File: config.mk
export PLATFORM = sky130hd
export DESIGN_NAME = heat_zone_scheduler
export DESIGN_NICKNAME = d
export VERILOG_FILES = /design/src/rtl/manor_pkg.sv /design/src/rtl/zone_rr_pick.sv /design/src/rtl/heat_zone_scheduler.sv
export SDC_FILE = /design/constraint.sdc
export NUM_CORES = 1
export LEC_CHECK = 0
export CAP_MARGIN = 25
export CORE_MARGIN = 2
export CORE_UTILIZATION = 33
export DETAILED_ROUTE_END_ITERATION = 12
export PLACE_DENSITY_LB_ADDON = 0.08
export SLEW_MARGIN = 20
export SYNTH_ARGS = -nofsm -noshare
export SYNTH_HDL_FRONTEND = slang
export SYNTH_SLANG_ARGS = --single-unit
File: constraint.sdc
create_clock -name clk -period 3.2 [get_ports clk]
set_clock_uncertainty 0.1 [all_clocks]
set_input_delay 0.64 -clock clk [delete_from_list [all_inputs] [get_ports clk]]
set_output_delay 0.64 -clock clk [all_outputs]
set_load 0.01 [all_outputs]
File: src/rtl/manor_pkg.sv
//============================================================================
// Package  : manor_pkg
// Summary  : Shared types and default timing constants for the manor
//            heating arbiters.
// Revision : 1.0
//============================================================================
`default_nettype none

package manor_pkg;

    typedef enum logic [1:0] {
        ST_IDLE  = 2'd0,
        ST_VALVE = 2'd1,
        ST_HEAT  = 2'd2,
        ST_PURGE = 2'd3
    } heat_state_t;

    localparam int c_N_ZONES = 4;
    localparam int c_VALVE_T = 4;
    localparam int c_MIN_ON  = 8;
    localparam int c_SLICE   = 32;
    localparam int c_POST_T  = 3;

    function automatic int max3(input int a, input int b, input int c);
        int m;
        m = (a > b) ? a : b;
        return (m > c) ? m : c;
    endfunction

endpackage

`default_nettype wire

File: src/rtl/zone_rr_pick.sv
//============================================================================
// Module   : zone_rr_pick
// Summary  : Rotating-priority pick. Returns the first eligible zone after
//            ptr, wrapping modulo N_ZONES.
// Revision : 1.0
//============================================================================
`default_nettype none

module zone_rr_pick #(
    parameter int N_ZONES = 4,
    parameter int PTR_W   = 2
) (
    input  logic [N_ZONES-1:0] elig,
    input  logic [PTR_W-1:0]   ptr,
    output logic [PTR_W-1:0]   pick,
    output logic               any_elig
);

    logic [PTR_W-1:0] w_idx;

    assign any_elig = |elig;

    // Scan farthest-first so the nearest eligible zone after ptr overwrites last.
    always_comb begin
        pick  = '0;
        w_idx = '0;
        for (int k = N_ZONES; k >= 1; k--) begin
            w_idx = PTR_W'((int'(ptr) + k) % N_ZONES);
            if (elig[w_idx]) begin
                pick = w_idx;
            end
        end
    end

endmodule

`default_nettype wire

File: src/rtl/heat_zone_scheduler.sv
//============================================================================
// Module   : heat_zone_scheduler
// Summary  : Round-robin sharing of one boiler between heating zones, with
//            valve lead, minimum-on/time-slice burn and post-burn purge.
// Revision : 1.0
//============================================================================
`default_nettype none

module heat_zone_scheduler
    import manor_pkg::*;
#(
    parameter int N_ZONES = c_N_ZONES,
    parameter int VALVE_T = c_VALVE_T,
    parameter int MIN_ON  = c_MIN_ON,
    parameter int SLICE   = c_SLICE,
    parameter int POST_T  = c_POST_T
) (
    input  logic               clk,
    input  logic               rst,
    input  logic               en,
    input  logic [N_ZONES-1:0] zone_req,
    input  logic [N_ZONES-1:0] nws,
    output logic [N_ZONES-1:0] grant,
    output logic               boiler_on,
    output logic               busy,
    output logic [1:0]         led
);

    localparam int c_PTR_W = $clog2(N_ZONES);
    localparam int c_CNT_W = $clog2(max3(VALVE_T, SLICE, POST_T)) + 1;

    localparam logic [c_CNT_W-1:0] c_VALVE_LAST = c_CNT_W'(VALVE_T - 1);
    localparam logic [c_CNT_W-1:0] c_MIN_LAST   = c_CNT_W'(MIN_ON - 1);
    localparam logic [c_CNT_W-1:0] c_SLICE_LAST = c_CNT_W'(SLICE - 1);
    localparam logic [c_CNT_W-1:0] c_POST_LAST  = c_CNT_W'(POST_T - 1);
    localparam logic [c_PTR_W-1:0] c_PTR_RST    = c_PTR_W'(N_ZONES - 1);

    heat_state_t          r_state;
    heat_state_t          w_state_nx;
    logic [c_CNT_W-1:0]   r_cnt;
    logic [c_CNT_W-1:0]   w_cnt_nx;
    logic [c_PTR_W-1:0]   r_ptr;
    logic [c_PTR_W-1:0]   w_ptr_nx;
    logic [N_ZONES-1:0]   r_grant;
    logic [N_ZONES-1:0]   w_grant_nx;
    logic                 r_boiler_on;
    logic                 w_boiler_nx;

    logic [N_ZONES-1:0]   w_elig;
    logic [c_PTR_W-1:0]   w_pick;
    logic                 w_any_elig;
    logic [N_ZONES-1:0]   w_pick_oh;
    logic                 w_cur_elig;
    logic                 w_cur_req;
    logic                 w_cur_nws;
    logic                 w_other_elig;

    assign w_elig       = en ? (zone_req & nws) : '0;
    assign w_pick_oh    = N_ZONES'(1) << w_pick;
    assign w_cur_elig   = w_elig[r_ptr];
    assign w_cur_req    = zone_req[r_ptr];
    assign w_cur_nws    = nws[r_ptr];
    // Outside IDLE the grant register is exactly onehot(ptr).
    assign w_other_elig = |(w_elig & ~r_grant);

    zone_rr_pick #(
        .N_ZONES (N_ZONES),
        .PTR_W   (c_PTR_W)
    ) u_pick (
        .elig     (w_elig),
        .ptr      (r_ptr),
        .pick     (w_pick),
        .any_elig (w_any_elig)
    );

    always_comb begin
        w_state_nx  = r_state;
        w_cnt_nx    = r_cnt + 1'b1;
        w_ptr_nx    = r_ptr;
        w_grant_nx  = r_grant;
        w_boiler_nx = 1'b0;
        case (r_state)
            ST_IDLE: begin
                w_cnt_nx   = '0;
                w_grant_nx = '0;
                if (w_any_elig) begin
                    w_state_nx = ST_VALVE;
                    w_grant_nx = w_pick_oh;
                    w_ptr_nx   = w_pick;
                end
            end
            ST_VALVE: begin
                if (!w_cur_elig) begin
                    w_state_nx = ST_IDLE;
                    w_grant_nx = '0;
                    w_cnt_nx   = '0;
                end else if (r_cnt == c_VALVE_LAST) begin
                    w_state_nx  = ST_HEAT;
                    w_cnt_nx    = '0;
                    w_boiler_nx = 1'b1;
                end
            end
            ST_HEAT: begin
                w_boiler_nx = 1'b1;
                if (!en || !w_cur_nws) begin
                    w_state_nx  = ST_PURGE;
                    w_cnt_nx    = '0;
                    w_boiler_nx = 1'b0;
                end else if (!w_cur_req && (r_cnt >= c_MIN_LAST)) begin
                    w_state_nx  = ST_PURGE;
                    w_cnt_nx    = '0;
                    w_boiler_nx = 1'b0;
                end else if (r_cnt == c_SLICE_LAST) begin
                    w_cnt_nx = '0;
                    if (w_other_elig) begin
                        w_state_nx  = ST_PURGE;
                        w_boiler_nx = 1'b0;
                    end
                end
            end
            ST_PURGE: begin
                if (r_cnt == c_POST_LAST) begin
                    w_cnt_nx = '0;
                    if (w_any_elig) begin
                        w_state_nx = ST_VALVE;
                        w_grant_nx = w_pick_oh;
                        w_ptr_nx   = w_pick;
                    end else begin
                        w_state_nx = ST_IDLE;
                        w_grant_nx = '0;
                    end
                end
            end
            default: begin
                w_state_nx = ST_IDLE;
                w_cnt_nx   = '0;
                w_grant_nx = '0;
            end
        endcase
    end

    always_ff @(posedge clk) begin
        if (rst) begin
            r_state     <= ST_IDLE;
            r_cnt       <= '0;
            r_ptr       <= c_PTR_RST;
            r_grant     <= '0;
            r_boiler_on <= 1'b0;
        end else begin
            r_state     <= w_state_nx;
            r_cnt       <= w_cnt_nx;
            r_ptr       <= w_ptr_nx;
            r_grant     <= w_grant_nx;
            r_boiler_on <= w_boiler_nx;
        end
    end

    assign grant     = r_grant;
    assign boiler_on = r_boiler_on;
    assign busy      = (r_state != ST_IDLE);
    assign led       = {r_boiler_on, |r_grant};

endmodule

`default_nettype wire
==> flow_summary.json <==
{
  "antenna_left": 0,
  "relSlewSlack_pct": 63.1,
  "post-place-cells": 182,
  "hold_end": "grant[1]",
  "synth-compound-area-share_pct": 20.0,
  "final_common_cell": "clkdlybuf4s50_1",
  "synth_edf_count": 0,
  "rrSetupSlack_ns": 0.75,
  "p_int_uw": 316,
  "crit_chain": "clkdlybuf4s50_1 -> mux4_2 -> o2111ai_2 -> a21oi_2 -> nor4_1 -> mux2_2",
  "critPathMaxFanout": 5,
  "cts_tree": "built",
  "synth_top_family_by_area": "simple AND/OR/NAND/NOR gates",
  "tns_ns": 0,
  "path_clk_slew_ns": 0.11,
  "powerDensity_nw_per_um2": 361,
  "yosysSeqAreaShare_pct": 27.9,
  "htreeDepth": 1,
  "cts_buffers": 3,
  "cp_slowest_cell": "mux4_2",
  "design_area_um2": 1310,
  "area_delta_synth_final_pct": 22.0,
  "synthAdderAreaFrac_pct": 6.97,
  "drv_cap": 0,
  "synth_top_area_share_pct": 27.9,
  "numClockSinks": 15,
  "layout_common_cells": "clkdlybuf4s50_1 (18), dfxtp_1 (15), nand2_1 (12)",
  "setup_viol": 0,
  "synth_cell_types": 43,
  "crit_family": "multiplexers",
  "hold_viol": 0,
  "dp_hpwl_mm": 2.16,
  "p_comb_share_pct": 30.3,
  "fin_crit_ns": 2.68,
  "worstMarginPinSlew_ns": 0.539,
  "fmax_mhz": 374,
  "antenna_found_initial": 0,
  "cp.depth": 6,
  "fin_cells": 186,
  "hold_buffers": 0,
  "antenna_cells": 0,
  "synth_simple_gate_area_share_pct": 27.1,
  "overflow": 0,
  "vias": 998,
  "yosys.area.top_type": "dfxtp_1",
  "vdd_drop_max_uv": 137,
  "setup_ws_ns": 0.525,
  "hold_depth": 2,
  "coreArea_um2": 3080,
  "status": "complete, no violations",
  "worstPathRequired_ns": 3.30,
  "routedWlPerCell_um": 14.8,
  "synthCells": 125,
  "cp-startpoint": "zone_req[0]",
  "synth_mux_area_share_pct": 9.99,
  "grt_pass1_vias": 1018,
  "cts.repair_timing.setup_buffer_count": 0,
  "track_usage_pct": 16.6,
  "clock_latency_ns": 0.29,
  "yosys_warnings": 0,
  "worst_setup_path_end_kind": "flip-flop",
  "avgSynthCellArea_um2": 8.62,
  "drive_gt1_share_pct": 10.6,
  "initial_core_util_pct": 35.0,
  "slowest_delay_ns": 0.49,
  "clk_path_buf_depth": 2,
  "finish.net_count": 160,
  "clockPowerShare_pct": 25.1,
  "timing.critical_path.buf_inv": 1,
  "die_area_um2": 3740,
  "gp_routability_congestion": 0.770,
  "synth_xor_area_share_pct": 3.25,
  "dpl_worst_slack_ns": 0.235,
  "post_cts_resize_count": 0,
  "hold_start": "grant[1]",
  "r2r_start": "r_ptr[0]",
  "worstHoldPathType": "reg2reg",
  "wirelength_mm": 2.75,
  "drc": 0,
  "reg2regPathDepth": 5,
  "cp.arrival_ns": 2.77,
  "critPathLaunchType": "input port",
  "p_leak_uw": 0.000477,
  "synth_ff_type": "dfxtp_1",
  "grt_first_pass_wirelength_mm": 4.58,
  "synth_area_leaders": "dfxtp_1 (28%), ha_1 (7.0%), mux4_1 (4.9%)",
  "rows": 20,
  "rsz0062_at_grt": "no",
  "syn-cell-area_um2": 1080,
  "p_seq_share_pct": 44.6,
  "async_flop_share_pct": 0,
  "synth_seq_cells": 15,
  "switching_share_pct": 33.5,
  "period_share_pct": 83.6,
  "die_height_um": 61.1,
  "maxSlewViolCount": 0,
  "drtIter0Drc": 22,
  "portBuffers": 18,
  "fillers": 319,
  "die_w_um": 61.1,
  "synth_fp_nets": 142,
  "routed_via_density": 5.37,
  "path_class": "in2reg",
  "first_pass_iters": 4,
  "cts_root_buf": "clkbuf_4",
  "p_switching_uw": 159,
  "dpl_cell_area_um2": 1290,
  "io_pins": 19,
  "whs_ns": 0.412,
  "grt_max_degree": 12
}
## power by group through the flow
stage / logic (uW) / clock network (uW) / registers, uW
final: 144 / 119 / 212
after global routing: 157 / 133 / 214
after CTS: 144 / 123 / 212
after detailed placement: 143 / 0 / 216
after global placement: 143 / 0 / 216
after floorplan: 105 / 0 / 206
## cell type report
class | instances | area [um^2] | area share, %
clock buffer | 3 | 22.5 | 1.71
timing repair buffer | 19 | 188 | 14.3
tap | 44 | 55.1 | 4.19
inverter | 5 | 18.8 | 1.43
clock inverter | 1 | 5.00 | 0.381
sequential | 15 | 300 | 22.9
multi-input combinational | 99 | 724 | 55.1
## stage by stage
stage	total power, uW	utilization [%]
CTS	480	42.7
global route	504	42.7
finish	474	42.7
floorplan	311	-
global placement	359	41.8
detailed placement	359	41.8
## cells by family (layout without fill, tap and decap cells)
family,count (synthesis),count (layout)
buf+inv,11,28
mux,6,6
flops,15,15
compound gates,29,29
simple gates,54,54
xor+xnor,4,4
fa+ha+maj,6,6
## sequential cells by signal, indices dropped and copies added (netlist names), named ones only
register   flops
r_state        1
boiler_on      1
grant          4
r_cnt          6
r_ptr          2
## worst max path at each step
| stage | to | slack, ns |
|---|---|---|
| finish | flip-flop | 0.52 |
| floorplan | flip-flop | 0.85 |
| global route | flip-flop | 0.42 |
| CTS | flip-flop | 0.56 |
| detailed placement | flip-flop | 0.23 |
| global placement | flip-flop | 0.27 |
## metal layers
metal / vias to the layer above / part of all wire (%) / track usage, %
li1: 509 / - / -
met1: 477 / 48 / 21.6
met2: 10 / 49 / 28.3
met3: 2 / 2.5 / 2.52
met4: 0 / 0.69 / 4.66
met5: - / 0 / 0
## synth_stat cells (2+ instances only)
library cell   n
inv_1          5
a21o_1         2
o22ai_1        2
nor3_1         7
dfxtp_1       15
and3_1         5
mux2_2         2
a21oi_1        8
nand4b_1       3
clkbuf_1       3
ha_1           6
nor3b_1        2
nand4_1        3
xnor2_1        2
xor2_1         2
nor2_1         8
a211o_1        2
nand2_1       12
nand3_1        8
o211ai_1       4
mux4_1         2
## worst register-to-register path, cell delays in order, from the launching register on
cell       delay, ns
dfxtp_1         0.54
mux4_2          0.56
o2111ai_2       0.22
a21oi_2         0.07
nor4_1          0.48
mux2_2          0.39
(Power assumes the default switching activity.)
